`config.mk`:
```
export PLATFORM = sky130hd
export DESIGN_NAME = regfile_dump_reader
export DESIGN_NICKNAME = d
export VERILOG_FILES = /design/src/rtl/regfile_pkg.sv /design/src/rtl/regfile_dump_reader_hold_timer.sv /design/src/rtl/regfile_dump_reader.sv
export SDC_FILE = /design/constraint.sdc
export NUM_CORES = 1
export LEC_CHECK = 0
export ABC_AREA = 1
export BUFFER_PORTS_ARGS = -buffer_cell sky130_fd_sc_hd__buf_2
export CAP_MARGIN = 20
export CORE_UTILIZATION = 55
export CTS_BUF_LIST = sky130_fd_sc_hd__clkbuf_2 sky130_fd_sc_hd__clkbuf_4 sky130_fd_sc_hd__clkbuf_8
export DETAILED_ROUTE_END_ITERATION = 6
export PLACE_DENSITY = 0.74
export SLEW_MARGIN = 20
export SYNTH_ARGS = -nofsm -noshare
export SYNTH_HDL_FRONTEND = slang
export SYNTH_SLANG_ARGS = --single-unit
```
`constraint.sdc`:
```
create_clock -name clk -period 4.2 [get_ports clk]
set_input_delay 0.21 -clock clk [delete_from_list [all_inputs] [get_ports clk]]
set_output_delay 0.21 -clock clk [all_outputs]
set_load 0.005 [all_outputs]
```
`src/rtl/regfile_pkg.sv`:
```
// Shared definitions for the register-file block and its readers.
// Holds the default register-file geometry, the dump-reader state encoding
// and a helper that sizes hold counters.
package regfile_pkg;

    localparam int REGFILE_ADDR_W = 2;
    localparam int REGFILE_DATA_W = 4;

    typedef enum logic [1:0] {
        IDLE  = 2'd0,
        SETUP = 2'd1,
        HOLD  = 2'd2,
        DONE  = 2'd3
    } dump_state_t;

    // Width of a down-counter that must hold values 0 .. hold-1.
    function automatic int hold_cnt_w(input int hold);
        return (hold > 1) ? $clog2(hold) : 1;
    endfunction

endpackage

```
`src/rtl/regfile_dump_reader_hold_timer.sv`:
```
// hold_timer: loadable down-counter with a zero flag.
// Load wins over decrement; the count saturates at zero so an idle
// decrement request never wraps.
module hold_timer #(
    parameter int CNT_W = 8
) (
    input  logic             clk,
    input  logic             rst,
    input  logic             load,
    input  logic [CNT_W-1:0] load_val,
    input  logic             dec,
    output logic [CNT_W-1:0] count,
    output logic             zero
);

    // Count register: load, otherwise decrement toward zero.
    always_ff @(posedge clk or posedge rst) begin
        if (rst) begin
            count <= '0;
        end else if (load) begin
            count <= load_val;
        end else if (dec && (count != '0)) begin
            count <= count - 1'b1;
        end
    end

    assign zero = (count == '0);

endmodule

```
`src/rtl/regfile_dump_reader.sv`:
```
// regfile_dump_reader: on a start pulse, walks every register address through
// one regfile read port, captures each value and holds it on the display
// outputs for HOLD_CYCLES cycles, then pulses done.
//
// Optional build macro REGFILE_DUMP_LOOP_EN: when defined the scan repeats
// indefinitely (DONE returns to SETUP at address 0, disp_valid stays high),
// and a start pulse while busy stops the scan and returns to IDLE without a
// done pulse. Undefined: single-shot scan, start while busy is ignored.
//
// Request handshake: start is a one-cycle request accepted only when busy=0
// (state IDLE); busy rises the edge after acceptance and stays high through
// SETUP, HOLD and DONE; done is a one-cycle completion pulse while busy=1.
// state_dbg exposes the FSM state for observation.
module regfile_dump_reader
    import regfile_pkg::*;
#(
    parameter int ADDR_W      = REGFILE_ADDR_W,
    parameter int DATA_W      = REGFILE_DATA_W,
    parameter int HOLD_CYCLES = 100000000
) (
    input  logic              clk,
    input  logic              rst,
    input  logic              start,
    output logic [ADDR_W-1:0] rd_addr,
    input  logic [DATA_W-1:0] rd_data,
    output logic [ADDR_W-1:0] disp_addr,
    output logic [DATA_W-1:0] disp_data,
    output logic              disp_valid,
    output logic              busy,
    output logic              done,
    output dump_state_t       state_dbg
);

    localparam int                NUM_REGS  = 2 ** ADDR_W;
    localparam int                CNT_W     = hold_cnt_w(HOLD_CYCLES);
    localparam logic [CNT_W-1:0]  HOLD_LOAD = CNT_W'(HOLD_CYCLES - 1);
    localparam logic [ADDR_W-1:0] LAST_ADDR = ADDR_W'(NUM_REGS - 1);

`ifdef REGFILE_DUMP_LOOP_EN
    localparam bit LOOP_EN = 1'b1;
`else
    localparam bit LOOP_EN = 1'b0;
`endif

    dump_state_t      state;
    logic             tmr_load;
    logic             tmr_dec;
    logic [CNT_W-1:0] tmr_count;
    logic             tmr_zero;
    logic             stop_req;

    // Timer is reloaded in SETUP and counts down through HOLD.
    always_comb begin
        tmr_load = (state == SETUP);
        tmr_dec  = (state == HOLD);
        stop_req = LOOP_EN && start && (state != IDLE);
    end

    hold_timer #(
        .CNT_W (CNT_W)
    ) u_hold_timer (
        .clk      (clk),
        .rst      (rst),
        .load     (tmr_load),
        .load_val (HOLD_LOAD),
        .dec      (tmr_dec),
        .count    (tmr_count),
        .zero     (tmr_zero)
    );

    // Reader FSM with registered address, capture and status outputs.
    always_ff @(posedge clk or posedge rst) begin
        if (rst) begin
            state      <= IDLE;
            rd_addr    <= '0;
            disp_addr  <= '0;
            disp_data  <= '0;
            disp_valid <= 1'b0;
            busy       <= 1'b0;
            done       <= 1'b0;
        end else begin
            done <= 1'b0;
            if (stop_req) begin
                // Looping build only: a start while scanning aborts the scan.
                state      <= IDLE;
                busy       <= 1'b0;
                disp_valid <= 1'b0;
            end else begin
                case (state)
                    IDLE: begin
                        if (start) begin
                            state   <= SETUP;
                            rd_addr <= '0;
                            busy    <= 1'b1;
                        end
                    end
                    SETUP: begin
                        // rd_addr has been stable for a full cycle: capture.
                        disp_data  <= rd_data;
                        disp_addr  <= rd_addr;
                        disp_valid <= 1'b1;
                        state      <= HOLD;
                    end
                    HOLD: begin
                        if (tmr_zero) begin
                            if (rd_addr == LAST_ADDR) begin
                                state <= DONE;
                                done  <= 1'b1;
                            end else begin
                                rd_addr <= rd_addr + 1'b1;
                                state   <= SETUP;
                            end
                        end
                    end
                    DONE: begin
                        if (LOOP_EN) begin
                            state   <= SETUP;
                            rd_addr <= '0;
                        end else begin
                            // disp_addr/disp_data keep the last captured value.
                            state      <= IDLE;
                            busy       <= 1'b0;
                            disp_valid <= 1'b0;
                        end
                    end
                    default: begin
                        state <= IDLE;
                        busy  <= 1'b0;
                    end
                endcase
            end
        end
    end

    assign state_dbg = state;

endmodule

```
==> run_results.csv <==
group,metric,value,unit
run_status,status,"finished, final reports clean",
worst_setup_path,r2r-end,"u_hold_timer.count[6]",
placement,portBuffers,19,
timing,clock_skew,0.00782,ns
clock_tree,cts_tree,"built",
worst_setup_path,cp.arrival,2.29,ns
timing,rsz0062_at_grt,"no",
timing,finalCriticalPeriod,2.06,ns
timing,timing.fmax,486,MHz
cells_and_area,drive_gt1_frac,0.161,
drt,wire_per_inst,12.4,um
drt,viasPerCell,5.22,
worst_setup_path,path_buf_inv,1,
worst_setup_path,end_kind,"flip-flop",
floorplanning,rows,23,
power_and_ir_drop,internal-power,0.000504,W
power_and_ir_drop,p_per_area,246,nW/um2
floorplanning,die_h,68.7,um
cells_and_area,final_common_cell,"nand2_1",
yosys,avgSynthCellArea,7.08,um2
floorplanning,die_area,4730,um2
placement,placed_area,2550,um2
worst_setup_path,cp_top_family,"simple AND/OR/NAND/NOR gates",
clock_tree,clk_path_buf_depth,2,
yosys,ys_ff_latch,40,
worst_setup_path,critPathKind,"flip-flop to flip-flop",
cells_and_area,final_nets,375,
cells_and_area,nFillCells,377,
timing,slew_headroom,0.651,
grt,grt_max_degree,41,
clock_tree,numCtsBuffers,5,
drt,drt-initial-drc-count,201,
timing,tns,0,ns
min_path,hold_path_class,"input pin to async pin",
drt,antenna_left,0,
worst_setup_path,cp-endpoint,"u_hold_timer.count[6]",
clock_tree,cts_sinks,40,
yosys,synth_cell_types,27,
worst_setup_path,critPathMaxFanout,20,
worst_setup_path,slowest_stage,"nor2_4",
power_and_ir_drop,p_sw,0.000144,W
clock_tree,postCtsHoldBufs,0,
worst_setup_path,max_stage_delay,0.39,ns
drt,drc,0,
timing,finalHoldViolCount,0,
cells_and_area,n_antenna_cell,0,
clock_tree,post_cts_resized,0,
cells_and_area,fin_util,0.636,
floorplanning,ios,20,
worst_setup_path,cp-startpoint,"u_hold_timer.count[0]",
worst_setup_path,r2r_cells,10,
grt,grt_pass1_wl,8970,um
power_and_ir_drop,vdd.ir_drop.worst,0.000157,V
grt,antenna_found_initial,0,
placement,dpl.hpwl,3700,um
drt,vias,2170,
grt,track_usage,0.258,
timing,finalCritPeriodShare,0.490,
placement,dp_cells,409,
drt,routed_wl,5160,um
placement,gp_congestion,0.849,
timing,setup_viol_count_final,0,
yosys,synthCells,346,
worst_setup_path,cp_data_required_time,4.43,ns
floorplanning,core_area,4140,um2
timing,worst_pin_slew,0.523,ns
power_and_ir_drop,p_leak,1.40,nW
cells_and_area,syn2layout_area_growth,7.61,%
clock_tree,path_clk_slew,0.08,ns
yosys,ys_warn_count,0,
floorplanning,start_util,0.591,
yosys,ys_seq_area_frac,0.409,
cells_and_area,final_cell_count_no_fill,416,
cells_and_area,final_cell_mix,"139 x nand2_1, 44 x nor2_1, 40 x dfrtp_1",
worst_setup_path,cp-start-kind,"flip-flop",
grt,overflow,0,
cells_and_area,design_area,2640,um2
flow_run,drv_cap,0,
power_and_ir_drop,clockPowerShare,0.379,
power_and_ir_drop,switching_share,0.222,
power_and_ir_drop,p_comb_frac,0.022,
worst_setup_path,crit-reg2reg-launch,"u_hold_timer.count[0]",
yosys,synth_area,2450,um2
drt,drt_first_pass_iters,4,
floorplanning,die_w,68.7,um
worst_setup_path,r2r_slack,2.14,ns
clock_tree,clk_latency,0.29,ns
clock_tree,clockRootBuffer,"clkbuf_8",
grt,first_global_vias,2030,
yosys,synth_edf_count,0,
yosys,syn_nets,355,
power_and_ir_drop,sequentialPowerShare,0.598,
yosys,async_flop_share,1.00,
clock_tree,cts.htree.levels,2,
worst_setup_path,worstSetupPathDepth,10,
worst_setup_path,crit_chain,"inv_1 -> ha_1 -> nand2_4 -> nor2_8 -> nand2_4 -> nor2_4 -> nor2_2 -> nor2_4 -> nand2_1 -> nand2_1",
yosys,dominantRegCellSynth,"dfrtp_1",
power_and_ir_drop,power.total,0.000648,W
clock_tree,cts_setup_buffers,0,
timing,slew_viol_final,0,
==> cell families (layout without fill, tap and decap cells) <==
| group | Yosys count | after routing | share of synthesized area |
|---|---|---|---|
| simple gates | 252 | 252 | 0.468 |
| compound gates | 13 | 13 | 0.0352 |
| flops | 40 | 40 | 0.409 |
| buf+inv | 37 | 57 | 0.0705 |
| xor+xnor | 2 | 2 | 0.00715 |
| fa+ha+maj | 2 | 2 | 0.0102 |
==> per-layer routing <==
layer  track usage  wire, um  vias to the layer above
met4        0.0791        71                        0
met3        0.0543       244                        8
met5             0         0                        -
met2         0.431      2320                       54
met1         0.332      2530                      984
li1              -         -                     1124
==> state kept, by name (all words and copies together) (netlist names) <==
name                count
u_hold_timer.count     27
disp_data               4
disp_addr               2
rd_addr                 2
state_dbg               2
busy                    1
disp_valid              1
done                    1
==> cell usage after synthesis (3+ instances only) <==
library cell	instances	share of area
inv_2	6	0.0092
buf_6	4	0.018
o21ai_1	4	0.0082
nand2_1	139	0.21
nor2_2	6	0.015
nand4_1	12	0.031
inv_1	24	0.037
nand2_4	5	0.023
dfrtp_1	40	0.41
nor2_4	5	0.023
nor2_1	44	0.067
nand3_1	31	0.063
o21ai_2	5	0.018
nand3b_1	3	0.0092
==> worst min-delay path by stage <==
stage                from                     to  slack [ns]  cells after the start
2_1_floorplan  rd_data[0]           disp_data[0]        0.33                      2
3_3_place_gp          rst  u_hold_timer.count[0]        0.35                      3
3_5_place_dp          rst           disp_data[2]        0.37                      3
4_1_cts               rst           disp_data[2]        0.05                      3
5_1_grt               rst           disp_data[2]        0.08                      3
6_report              rst           disp_data[2]        0.02                      3
==> cell type report <==
type	instances	area, um2	area share
clock buffer	5	68.8	0.0261
clock inverter	2	12.5	0.00475
inverter	30	113	0.0427
multi-input combinational	269	1280	0.484
sequential	40	1000	0.380
tap	50	62.6	0.0237
timing repair buffer	20	103	0.0389
==> tightest hold or removal path, cell delays in order <==
cell	delay, ns
buf_2	0.09
inv_1	0.04
buf_4	0.43
==> through the flow <==
stage                     worst slack [ns]  hold WS (ns)
final                                 2.14        0.0203
after detailed placement              2.15         0.370
after global routing                  1.92        0.0838
after CTS                             2.14        0.0511
after global placement                2.21         0.354
after floorplan                       2.52         0.327
==> power groups by stage <==
| stage | Clock (W) | Combinational [W] | Sequential (W) |
|---|---|---|---|
| after floorplan | 0 | 0.00000705 | 0.000396 |
| after global placement | 0 | 0.0000148 | 0.000395 |
| after detailed placement | 0 | 0.0000153 | 0.000395 |
| after CTS | 0.000252 | 0.0000153 | 0.000388 |
| after global routing | 0.000262 | 0.0000174 | 0.000388 |
| final | 0.000246 | 0.0000144 | 0.000388 |
Power figures use the tool's default switching activity.
